File: src/rtl/xilinx_phy10g_qpll_reset_seq.sv
// QPLL reset/lock sequencer: pulse qpllreset_o, wait for a stable lock, flag ready, and retry on timeout or lock loss.
// Latency: qplllock_i reaches the FSM through a 2-flop synchronizer; all outputs are registered one cycle after the FSM decision.
// Backpressure: none; free-running sequencer. Optional retry_cnt_o when XILINX_PHY10G_QPLL_RETRY_CNT_EN is defined.
module xilinx_phy10g_qpll_reset_seq #(
    parameter int RESET_CYCLES  = 128,
    parameter int LOCK_TIMEOUT  = 65536,
    parameter int STABLE_CYCLES = 1024
) (
    input  logic       clk_i,
    input  logic       rst_i,
    input  logic       qplllock_i,
    output logic       qpllreset_o,
    output logic       qpll_ready_o,
    output logic       lock_lost_o,
    output logic       timeout_o
`ifdef XILINX_PHY10G_QPLL_RETRY_CNT_EN
    ,
    output logic [7:0] retry_cnt_o
`endif
);

    localparam int MAX_A  = (RESET_CYCLES > LOCK_TIMEOUT) ? RESET_CYCLES : LOCK_TIMEOUT;
    localparam int MAX_P  = (MAX_A > STABLE_CYCLES) ? MAX_A : STABLE_CYCLES;
    localparam int CNT_W  = (MAX_P > 2) ? $clog2(MAX_P) : 1;

    localparam logic [CNT_W-1:0] RC_LAST = CNT_W'(RESET_CYCLES - 1);
    localparam logic [CNT_W-1:0] LT_LAST = CNT_W'(LOCK_TIMEOUT - 1);
    localparam logic [CNT_W-1:0] SC_LAST = CNT_W'(STABLE_CYCLES - 1);
    localparam logic [CNT_W-1:0] CNT_ONE = CNT_W'(1);

    typedef enum logic [1:0] {
        ST_RESET     = 2'd0,
        ST_WAIT_LOCK = 2'd1,
        ST_STABLE    = 2'd2,
        ST_READY     = 2'd3
    } state_t;

    state_t           state, state_nxt;
    logic [CNT_W-1:0] cnt, cnt_nxt;
    logic             lock_meta, lock_s;
    logic             timeout_nxt, lost_nxt;

    always_ff @(posedge clk_i) begin
        if (rst_i) begin
            lock_meta <= 1'b0;
            lock_s    <= 1'b0;
        end else begin
            lock_meta <= qplllock_i;
            lock_s    <= lock_meta;
        end
    end

    always_comb begin
        state_nxt   = state;
        cnt_nxt     = cnt + CNT_ONE;
        timeout_nxt = 1'b0;
        lost_nxt    = 1'b0;
        case (state)
            ST_RESET: begin
                if (cnt == RC_LAST) begin
                    state_nxt = ST_WAIT_LOCK;
                    cnt_nxt   = '0;
                end
            end
            ST_WAIT_LOCK: begin
                if (lock_s) begin
                    state_nxt = ST_STABLE;
                    cnt_nxt   = '0;
                end else if (cnt == LT_LAST) begin
                    state_nxt   = ST_RESET;
                    cnt_nxt     = '0;
                    timeout_nxt = 1'b1;
                end
            end
            ST_STABLE: begin
                // a lock drop wins over the terminal count
                if (!lock_s) begin
                    state_nxt = ST_WAIT_LOCK;
                    cnt_nxt   = '0;
                end else if (cnt == SC_LAST) begin
                    state_nxt = ST_READY;
                    cnt_nxt   = '0;
                end
            end
            ST_READY: begin
                cnt_nxt = cnt;
                if (!lock_s) begin
                    state_nxt = ST_RESET;
                    cnt_nxt   = '0;
                    lost_nxt  = 1'b1;
                end
            end
            default: begin
                state_nxt = ST_RESET;
                cnt_nxt   = '0;
            end
        endcase
    end

    always_ff @(posedge clk_i) begin
        if (rst_i) begin
            state        <= ST_RESET;
            cnt          <= '0;
            qpllreset_o  <= 1'b1;
            qpll_ready_o <= 1'b0;
            lock_lost_o  <= 1'b0;
            timeout_o    <= 1'b0;
        end else begin
            state        <= state_nxt;
            cnt          <= cnt_nxt;
            qpllreset_o  <= (state_nxt == ST_RESET);
            qpll_ready_o <= (state_nxt == ST_READY);
            lock_lost_o  <= lost_nxt;
            timeout_o    <= timeout_nxt;
        end
    end

`ifdef XILINX_PHY10G_QPLL_RETRY_CNT_EN
    always_ff @(posedge clk_i) begin
        if (rst_i) begin
            retry_cnt_o <= 8'd0;
        end else if ((timeout_nxt || lost_nxt) && (retry_cnt_o != 8'hFF)) begin
            retry_cnt_o <= retry_cnt_o + 8'd1;
        end
    end
`endif

endmodule

File: config.mk
export PLATFORM = sky130hd
export DESIGN_NAME = xilinx_phy10g_qpll_reset_seq
export DESIGN_NICKNAME = d
export VERILOG_FILES = /design/src/rtl/xilinx_phy10g_qpll_reset_seq.sv
export SDC_FILE = /design/constraint.sdc
export NUM_CORES = 1
export LEC_CHECK = 0
export CORE_MARGIN = 3
export CORE_UTILIZATION = 30
export DETAILED_ROUTE_END_ITERATION = 10
export PLACE_DENSITY_LB_ADDON = 0.3
export SETUP_SLACK_MARGIN = 0.15
export SYNTH_ARGS = -nofsm -noshare
export SYNTH_HDL_FRONTEND = slang
export SYNTH_SLANG_ARGS = --single-unit
File: constraint.sdc
create_clock -name clk_i -period 5.1 [get_ports clk_i]
set_input_delay 1.02 -clock clk_i [delete_from_list [all_inputs] [get_ports clk_i]]
set_output_delay 1.02 -clock clk_i [all_outputs]
set_load 0.05 [all_outputs]
After elaboration in Yosys (flattened, before gate mapping). Cells that the tools add are included.

Add/subtract/negate cells: 1. Div/mod/pow operators: 0. Equality and inequality tests: 8. Order comparisons: 0. Shift operators: 0. Reduce and logical (&&, ||, !) cells: 4. Muxes and demuxes: 16. Multiply operators: 0. Bitwise gates (word level): 2.

Operator list (count): two-way mux 16 bit (6); one-hot mux 16 bit (4 select lines) (1); adder 16 x 1 -> 16 bit (second input constant) (1); == test 16 x 10 -> 1 bit (second input constant) (1); == test 16 bit (second input constant) (1); == test 16 x 7 -> 1 bit (second input constant) (1); two-way mux 2 bit (6); one-hot mux 2 bit (4 select lines) (1); == test 2 bit (second input constant) (3); zero test 2 bit (2); OR reduction 3 bit (1); == test 2 x 1 -> 1 bit (second input constant) (1); two-way mux 1 bit (2); != test 2 bit (second input constant) (1); inverter 1 bit (2); OR reduction 2 bit (1).

Memories kept: 0. Memory bits (read-only): 0. Bits of input ports: 3. Bits in latches: 0. Bits in writable memories: 0. Output and inout bits: 4. Register bits after elaboration: 24.

Depth between registers and ports, before layout.
Word-level depth: 5. Depth in mapped cells: 7. Gate-level depth less buffers: 6.

Worst setup path after synthesis. Ideal clock, no wire load.

Kind: register to register. Start: reg cnt[0]. End: reg cnt[10]. Required time: 4961 ps. Library setup time: 139 ps. Period minus slack after synthesis: 1996 ps. Setup slack: 3104 ps. Cell stages (with the launch flop): 8. Arrival time: 1856 ps. Cells stage by stage: dfxtp_1 -> ha_1 -> nand3_1 -> nor3_1 -> a211oi_2 -> buf_6 -> o311ai_1 -> a221oi_1.

Longest elaborated chain between the ends: 4. Elaborated cells on any way between the ends: 10. Classes of those cells: 1 x add/sub; 3 x eq/ne; 6 x mux.

RTL lines: from (decl) (RTL line 39) `logic [CNT_W-1:0] cnt, cnt_nxt;`; from (signal assigned) (RTL line 110) `cnt <= cnt_nxt;`; adder 16 x 1 -> 16 bit (tied with other cells) (RTL line 55) `cnt_nxt = cnt + CNT_ONE;`; two-way mux 16 bit, on equally long branches (RTL line 80, 69); two-way mux 16 bit, on equally long branches (RTL line 77, 66); one-hot mux 16 bit (4 select lines) (*) (RTL line 58) `case (state)`.

Mark *: on every way between the ends. The rest lies on a longest branch, timed or not. A chain may end at the register's enable or synchronous reset.

Worst setup path in the final report. Same ends and word-level chain as after synthesis.

==> impl_results.md <==
- F_max: 386 MHz
- Clock root buffer: clkbuf_8
- Routed WL: 2830 um
- Yosys top cell area share: 0.374
- Via count of the first global-routing pass: 1,015
- Final worst path period share: 0.509
- # DRC: 0
- Via-to-Cell Ratio: 5.55
- DIE HEIGHT: 71.4 um
- Largest net degree at the start of global routing: 23
- Post-synth EDFFs: 0
- Post-synthesis sequential area ratio: 0.374
- TritonCTS buffer count: 3
- PortBufs: 6
- Clock latency on the worst-skew pair: 0.27 ns
- DR vias: 1,076
- Final core occ: 0.342
- Horiz. Die Dim: 71.4 um
- Final Setup Violations: 0
- GP Congestion: 0.831
- Max Slew Vio Count: 0
- CP Launch Type: flop
- DR WL met2: 1220 um
- Synth Area per Inst: 8.98 um2
- Fillcell total: 409
- Synth area leaders: dfxtp_1 (37%), a211oi_1 (5.3%), xor2_1 (4.1%), nor3_1 (3.9%), buf_6 (3.5%)
- Met3 wire len: 106 um
- RSZ-0062 raised after global routing: false
- Reg-to-reg slack, setup: 2.51 ns
- Gr usage total: 0.117
- Hold Path Stages: 1
- H-tree depth: 1
- Pre-antenna DRT Iters: 4
- Uppermost routed layer: met4
- Slew headroom: 0.336
- CTS tree: yes
- Yosys reg bits: 24
- Avg WL per Cell: 14.6 um
- Crit path required time: 5.20 ns
- Worst Slack Setup Final: 2.51 ns
- DPL Wire Length: 1940 um
- Worst Hold End: lock_s
- RR Endpoint: cnt[10]
- Maxcap violations: 0
- Nets: 149
- Cts repair resizes: 0
- Wire length on met1: 1460 um
- Diode count: 0
- Die area: 5100 um2
- Syn Inst Count: 143
- Syn_nets: 147
- Most frequent cell after synthesis: dfxtp_1
- Setup TNS: 0 ns
- Synth cell count leaders: dfxtp_1 (24), nand2_1 (12), nor3_1 (10)
- First-pass GRT wire length: 4820 um
- Power Density: 240 nW/um2
- Clock skew: 0.00262 ns
- Post-CTS Hold Buffers: 0
- I/O pins: 7
- Netlist cell types: 45
- Reg-to-reg critical path startpoint: cnt[0]
- Max FO, Critical Path: 11
- Maximum vdd drop: 75.6 uV
- Asr flop ratio synth: 0
- Area grow syn2layout: 7.99%
- Hold WC Path Type: reg -> reg
- WP data arrival: 2.70 ns
- Antenna violations before repair: 0
- Core area: 4060 um2
- Total grt overflow: 0
- Tot Pwr: 0.000333 W
- Initial Utilization: 0.316
- Leak: 0.395 nW
- Synth area leader: dfxtp_1
- Rows: 23
- Worst hold slack: 0.457 ns
- Clk slew on worst S/H paths: 0.08 ns
- R2R depth: 6
- Status: completed
- Top_reg_cell synth: dfxtp_1
- Dpl ws: 2.44 ns
- Cell area after synthesis: 1280 um2
- Clk buf depth: 2
- DR iter-0 viols: 56
- DRT antenna net count: 0
- Min-delay src: lock_meta
- Layout cells sized above 1: 0.118
- Final Critical Period: 2.59 ns
- Setup crit end kind: flop
- Worst-Margin Slew: 0.995 ns
- Yosys warns: 0
- Post-CTS Setup Inserts: 0
- Crit Path Class: reg -> reg
- Hold Violations, Final: 0
- Sink Count: 24
## placed cells by master (no fill, tap or decap), types with 2 or more instances in the layout
cell,synthesis,final
o32ai_1,3,3
xor2_1,6,6
a211oi_1,9,9
nor4_1,3,3
dfxtp_1,24,24
inv_1,5,5
nor2_1,8,8
nand2_1,12,12
nand4_1,5,5
clkbuf_8,0,4
nor3_4,2,2
and3_1,2,2
o31ai_1,2,2
clkdlybuf4s50_1,0,6
a21oi_1,6,6
nor2b_1,2,2
nor3_1,10,10
o311ai_1,2,2
nand3_1,7,7
o31a_1,2,2
a221oi_1,3,3
## worst max-delay path by stage
stage | from | slack, ns | to
floorplan | cnt[0] | 3.10 | cnt[10]
global placement | rst_i | 2.49 | qpllreset_o
detailed placement | rst_i | 2.44 | qpllreset_o
CTS | cnt[0] | 2.54 | cnt[10]
global route | cnt[0] | 2.35 | cnt[14]
finish | cnt[0] | 2.51 | cnt[10]
## registers in the layout, indices dropped and copies added (netlist names)
register      cells
lock_meta         1
qpll_ready_o      1
timeout_o         1
lock_lost_o       1
lock_s            1
state             2
qpllreset_o       1
cnt              16
## layout make-up
cell class / instances / area (um2) / share of cell area
multi-input cells: 105 / 709 / 0.512
flip-flops and latches: 24 / 480 / 0.347
well taps: 50 / 62.6 / 0.0451
repair buffers: 6 / 60.1 / 0.0433
clock buffers: 4 / 55.1 / 0.0397
inverters: 5 / 18.8 / 0.0135
## logic make-up after synthesis
family / share of synthesized area
simple gates: 0.259
buf+inv: 0.0731
xor+xnor: 0.0478
fa+ha+maj: 0.00975
compound gates: 0.236
flops: 0.374
## stage by stage
| step | instance area [um2] | cells |
|---|---|---|
| floorplan | 1280 | 143 |
| global placement | 1330 | 190 |
| detailed placement | 1330 | 190 |
| CTS | 1390 | 194 |
| global route | 1390 | 194 |
| finish | 1390 | 194 |
## routing by layer
layer | vias to the layer above | global-route usage
met2 | 25 | 0.173
li1 | 548 | -
met4 | 0 | 0.0459
met1 | 498 | 0.167
met3 | 5 | 0.0238
met5 | - | 0
## worst max-delay path: stages (launching register included)
cell and delay [ns]:
dfxtp_1 0.45, ha_1 0.21, nand3_1 0.22, nor3_1 0.58, a211oi_2 0.35, nor3_4 0.45
a221oi_1 0.17
## power by group
group | internal [W] | total, W | switching (W)
Combinational | 0.00000503 | 0.0000105 | 0.00000547
Sequential | 0.000190 | 0.000194 | 0.00000389
Clock | 0.0000690 | 0.000128 | 0.0000593
Total | 0.000264 | 0.000333 | 0.0000686
No activity file was read; power rests on OpenSTA's default activity.
